$ cat src/rtl/vga_timing_ctrl.sv
// -----------------------------------------------------------------------------
// vga_timing_ctrl
//
// Purpose:
//   640x480 @ 800x525 VGA raster timing generator. A clock divider produces a
//   pixel tick every DIV clk cycles. Horizontal and vertical position counters
//   advance on that tick, and sync/blank signals are decoded from the current
//   counter values.
//
// Parameters:
//   DIV          clk cycles per pixel, legal range 1..16.
//
// Ports:
//   clk          system clock; all logic runs on its rising edge.
//   reset        synchronous, active-high reset.
//   en           when low, the divider and both counters hold their values.
//   pixel_x      current horizontal position, 0..799.
//   pixel_y      current vertical position, 0..524.
//   video_on     high inside the 640x480 visible area.
//   hsync        horizontal sync, active-low (pixel_x 656..751).
//   vsync        vertical sync, active-low (pixel_y 490..491).
//   pixel_tick   one-clk pulse marking each pixel advance.
//   frame_start  one-clk pulse on the wrap from (799,524) to (0,0).
//   frame_count  (only when VGA_TIMING_FRAME_CNT_EN is defined) 16-bit count
//                of frame_start pulses; wraps 65535 -> 0 and resets to 0.
//
// Build option:
//   VGA_TIMING_FRAME_CNT_EN  adds the frame_count port and its counter.
// -----------------------------------------------------------------------------
module vga_timing_ctrl #(
    parameter int DIV = 4
) (
    input  logic        clk,
    input  logic        reset,
    input  logic        en,
    output logic [9:0]  pixel_x,
    output logic [9:0]  pixel_y,
    output logic        video_on,
    output logic        hsync,
    output logic        vsync,
    output logic        pixel_tick,
    output logic        frame_start
`ifdef VGA_TIMING_FRAME_CNT_EN
    ,
    output logic [15:0] frame_count
`endif
);

    // Horizontal timing: 640 visible, 16 front porch, 96 sync, 48 back porch.
    localparam logic [9:0] H_VISIBLE    = 10'd640;
    localparam logic [9:0] H_SYNC_START = 10'd656;
    localparam logic [9:0] H_SYNC_END   = 10'd752;  // first pixel after sync
    localparam logic [9:0] H_LAST       = 10'd799;

    // Vertical timing: 480 visible, 10 front porch, 2 sync, 33 back porch.
    localparam logic [9:0] V_VISIBLE    = 10'd480;
    localparam logic [9:0] V_SYNC_START = 10'd490;
    localparam logic [9:0] V_SYNC_END   = 10'd492;  // first line after sync
    localparam logic [9:0] V_LAST       = 10'd524;

    // DIV=1 still needs a 1-bit divider register; it simply never leaves 0.
    localparam int              DW       = (DIV > 1) ? $clog2(DIV) : 1;
    localparam logic [DW-1:0]   DIV_LAST = DW'(DIV - 1);

    logic [DW-1:0] div_q, div_d;
    logic [9:0]    x_q, x_d;
    logic [9:0]    y_q, y_d;

    logic tick;
    logic x_last;
    logic y_last;

    // Tick is decoded from the divider phase, so it is valid in the same
    // cycle the counters see it and advance on the following edge.
    assign tick   = en && (div_q == DIV_LAST);
    // ">=" keeps the counters inside their ranges even if a register were
    // ever to hold an out-of-range value.
    assign x_last = (x_q >= H_LAST);
    assign y_last = (y_q >= V_LAST);

    always_comb begin
        div_d = div_q;
        x_d   = x_q;
        y_d   = y_q;
        if (en) begin
            div_d = (div_q == DIV_LAST) ? '0 : div_q + 1'b1;
        end
        if (tick) begin
            x_d = x_last ? 10'd0 : x_q + 10'd1;
            if (x_last) begin
                y_d = y_last ? 10'd0 : y_q + 10'd1;
            end
        end
    end

    always_ff @(posedge clk) begin
        if (reset) begin
            div_q <= '0;
            x_q   <= 10'd0;
            y_q   <= 10'd0;
        end else begin
            div_q <= div_d;
            x_q   <= x_d;
            y_q   <= y_d;
        end
    end

    assign pixel_x = x_q;
    assign pixel_y = y_q;

    // All strobes and decodes are forced to their idle levels during reset,
    // since the registers only clear on the first reset edge.
    assign pixel_tick  = tick && !reset;
    assign frame_start = pixel_tick && x_last && y_last;
    assign video_on    = !reset && (x_q < H_VISIBLE) && (y_q < V_VISIBLE);
    assign hsync       = reset || !((x_q >= H_SYNC_START) && (x_q < H_SYNC_END));
    assign vsync       = reset || !((y_q >= V_SYNC_START) && (y_q < V_SYNC_END));

`ifdef VGA_TIMING_FRAME_CNT_EN
    logic [15:0] frame_cnt_q, frame_cnt_d;

    // Natural 16-bit overflow gives the 65535 -> 0 wrap.
    assign frame_cnt_d = frame_start ? frame_cnt_q + 16'd1 : frame_cnt_q;

    always_ff @(posedge clk) begin
        if (reset) begin
            frame_cnt_q <= 16'd0;
        end else begin
            frame_cnt_q <= frame_cnt_d;
        end
    end

    assign frame_count = frame_cnt_q;
`endif

endmodule
$ cat config.mk
export PLATFORM = sky130hd
export DESIGN_NAME = vga_timing_ctrl
export DESIGN_NICKNAME = d
export VERILOG_FILES = /design/src/rtl/vga_timing_ctrl.sv
export SDC_FILE = /design/constraint.sdc
export NUM_CORES = 1
export LEC_CHECK = 0
export ABC_CLOCK_PERIOD_IN_PS = 1900
export CORE_ASPECT_RATIO = 1.4
export CORE_MARGIN = 10
export CORE_UTILIZATION = 45
export DETAILED_ROUTE_END_ITERATION = 12
export PLACE_DENSITY = 0.72
export SKIP_CTS_REPAIR_TIMING = 1
export SYNTH_ARGS = -nofsm -noshare
export SYNTH_HDL_FRONTEND = slang
export SYNTH_SLANG_ARGS = --single-unit
$ cat constraint.sdc
create_clock -name clk -period 1.9 [get_ports clk]
set_input_delay 0.38 -clock clk [delete_from_list [all_inputs] [get_ports clk]]
set_output_delay 0.38 -clock clk [all_outputs]
set_load 0.01 [all_outputs]
; Word level (Yosys, flattened, before mapping)
; Cells that the tools add are included.
[totals]
ff_bits = 22
in_bits = 3
output_inout_bits = 25
word_cells = 32
[op_classes]
n_reduce_logical = 14
n_addsub = 3
order_cmp = 8
n_eq_ne = 1
n_mux = 3
[op_table]
columns = op, n
row1 = 10-bit >= comparator (second input constant), 3
row2 = 10-bit by 1-bit adder with 10-bit output (second input constant), 2
row3 = 10-bit less-than comparator (second input constant), 2
row4 = 10-bit by 9-bit less-than comparator with 1-bit output (second input constant), 2
row5 = 10-bit two-way mux, 2
row6 = 10-bit by 9-bit >= comparator with 1-bit output (second input constant), 1
row7 = 1-bit logical AND, 8
row8 = 1-bit zero test, 3
row9 = 2-bit by 1-bit adder with 2-bit output (second input constant), 1
row10 = 2-bit == test (second input constant), 1
row11 = 1-bit logical OR, 2
row12 = 2-bit two-way mux, 1
row13 = 2-bit AND reduction, 1

; Longest topological paths before layout
[logic_depth]
word_depth = 5
mapped_depth = 7
depth_no_buf = 5

; Least setup slack after synthesis
; Ideal clock, no wire load.
[synth_timing]
path_type = flip-flop to output port
start = register x_q[0] (netlist: pixel_x[0])
end = output port frame_start
n_path_buf = 1
required_time_ns = 1.520
setup_slack_ns = -0.051
arrival_ns = 1.571
stages_incl_launch_ff = 6
cell_sequence = dfxtp_1 > ha_1 > and4_1 > o2111ai_1 > clkbuf_1 > nor3_1
[synth_via]
elab_chain_cells = 3
[synth_rtl]
columns = element, line_no
row1 = from (decl), 66  ; logic [9:0] x_q, x_d;
row2 = from (signal assigned), 99  ; x_q <= 10'd0;
row3 = from (signal assigned), 103  ; x_q <= x_d;
row4 = 10-bit >= comparator, 78  ; assign x_last = (x_q >= H_LAST);
row5 = 1-bit logical AND (2 in series), 114  ; assign frame_start = pixel_tick && x_last && y_last;
row6 = to (decl), 42  ; output logic frame_start
; Every way passes these cells.

; Final worst setup path
[layout_timing]
start = register y_q[4] (netlist: pixel_y[4])
end = output port frame_start
[layout_via]
elab_chain_cells = 2
[layout_rtl]
columns = element, line_no
row1 = from (decl), 67  ; logic [9:0] y_q, y_d;
row2 = from (signal assigned), 104  ; y_q <= y_d;
row3 = 10-bit >= comparator, 79  ; assign y_last = (y_q >= V_LAST);
row4 = 1-bit logical AND, 114
; Every way passes these cells.

==> qor.txt <==
run status = finished, violations left
failing checks = negative setup slack
final setup violation count = 1
top_reg_cell synth = dfxtp_1
CTS tree = built
root buf cell = clkbuf_4
Simple-Gate Fraction of Synth Area = 30.0%
Post-Route Utilization = 69.4%
Synthesized Nets = 151
Fin. Hold Viols = 0
highest clock rate = 0.504 GHz
Hold WS = 0.521 ns
worst rel slew slack = 73.2%
ANT cells = 0
number of I/O port buffers = 27
P&R area growth vs syn = 49.5%
post-layout minimum cycle time = 1.98 ns
Async SR Flop Fraction = 0%
synthesis-stage register bit count = 22
Final #Nets = 207
crit share post-route = 104%
Post-Synth Adder-Cell Area = 5.15%
GRT Util Overall = 13.3%
clock tree sinks = 22
largest fanout on the critical path = 2
Critical Path AT = 1.60 ns
sequential fraction of the synthesis area = 36.3%
residual DRC count = 0
drt first pass iters = 4
unrepaired setup endpoints after global routing = yes
Reg clk slew, reported paths = 0.13 ns
Initial Util = 46.4%
Final Non-Filler Cells = 234
power per cell area = 490 nW/um^2
insertion delay to the later sink of the worst-skew pair = 0.30 ns
synth top area cells = dfxtp_1 (36%), nor2_1 (5.3%), ha_1 (5.2%)
largest net degree at the start of global routing = 15
max-slew violations = 0
Synth top area share = 36.3%
largest family of logic cells by synthesized area = simple AND/OR/NAND/NOR gates
Critical Path End Type = output port
WL/cell = 15.0 um
Post-synth EDFFs = 0
CP startpoint kind = register
Clock Skew = 0.00715 ns
max-cap violations = 0
Final Cell Area = 1810 um^2
slew at the pin with the worst max-slew slack = 0.402 ns
Synth Area per Inst = 8.49 um^2
post-route setup TNS = -0.0842 ns
hpwl dp = 2.64 mm
setup slack at placement = -0.388 ns
WS Path Type = register to output port
DRT antenna net count = 0
H-Tree Depth = 1
setup ws final = -0.0842 ns
most common cell in the synthesized netlist = dfxtp_1
Pwr Total = 0.890 mW
maximum vdd drop = 0.448 mV
Placer Congestion = 0.861
Bufs on Longest Clock Path = 2
placed cell count = 230
XOR/XNOR Fraction of Synth Area = 5.77%
die width = 63.9 um
chip height = 81.4 um
FILL cells = 225
layout cell share with drive strength beyond 1 = 26.8%
R2R Setup Slk = 0.11 ns
Area after DPL = 1710 um^2
first-pass GRT wire length = 5.76 mm
via count = 1,242
synth cell count leaders = dfxtp_1 (22), nor2_1 (17), nand2_1 (12), nand3_1 (10)
Synth Area in Compound Gates = 14.3%
area of the die = 5200 um^2
# rows = 22
mux share of post-synthesis cell area = 1.65%
Leak = 0.696 nW
vias in the first global route = 1,222
DRT iter0 DRCs = 60
I/O pin count = 28
vias per std cell = 5.31
HP Class = register to register
grt ovf = 0
Post-Synthesis Cells = 143
initial antenna violation count = 0
synth unique cells = 37
core area = 2620 um^2
synthesized cell area = 1210 um^2
dominant cell type by area after synthesis = dfxtp_1
Yosys warning count = 0
CTS Buf Count = 3
drt total wl = 3.51 mm
Critical Path RT = 1.52 ns
[critical path: stages (launching register included)]
cell and delay (ns):
dfxtp_2 0.34, or4_4 0.54, o31ai_4 0.22, nor3_2 0.06
buf_2 0.14
[final timing paths]
path                            cells after the start       start           to
worst max-delay path                                4  pixel_y[4]  frame_start
worst min-delay path                                2    div_q[1]     div_q[1]
worst max register to register                      5  pixel_y[4]   pixel_y[5]
worst min register to register                      2    div_q[1]     div_q[1]
[layout by cell type, fill, tap and decap left out, types with 4 or more instances in the layout]
cell,netlist,layout
a21oi_1,8,8
a31oi_1,4,4
buf_4,0,30
clkdlybuf4s50_1,0,21
dfxtp_1,22,18
dfxtp_2,0,4
dlymetal6s2s_1,0,4
ha_1,5,4
inv_1,8,8
nand2_1,12,12
nand3_1,10,10
nand4_1,6,6
nor2_1,17,16
o32ai_1,4,4
or3_1,5,5
xor2_1,5,5
[logic make-up after synthesis]
logic type,after synthesis
AOI/OAI and AO/OA,23
xor gates and xnor gates,8
adders and majority gates,5
buffers and inverters,14
DFF,22
muxes,2
and+or+nand+nor,69
[sequential cells by signal, summed over array words and instances (netlist names)]
register / flops
pixel_x: 10
pixel_y: 10
div_q: 2
[routing by layer]
layer  wire [um]  global-route usage [%]
met1        1420                    14.2
met5           0                       0
met3         175                    4.09
met4          31                    4.61
met2        1880                    24.4
[cell type report]
class	instances	area [um^2]	share of cell area (%)
clock buffer	3	22.5	1.24
clock inverter	1	30.0	1.66
inverter	8	30.0	1.66
multi-input combinational	107	746	41.1
sequential	22	445	24.6
tap	36	45.0	2.48
timing repair buffer	57	495	27.3
[where the power goes]
| part | leakage, nW | internal (mW) | switching, mW | total [mW] |
|---|---|---|---|---|
| Combinational | 0.489 | 0.0341 | 0.0316 | 0.0658 |
| Sequential | 0.180 | 0.467 | 0.00329 | 0.471 |
| Clock | 0.0279 | 0.213 | 0.140 | 0.353 |
| Total | 0.696 | 0.715 | 0.175 | 0.890 |
Power figures use the tool's default switching activity.
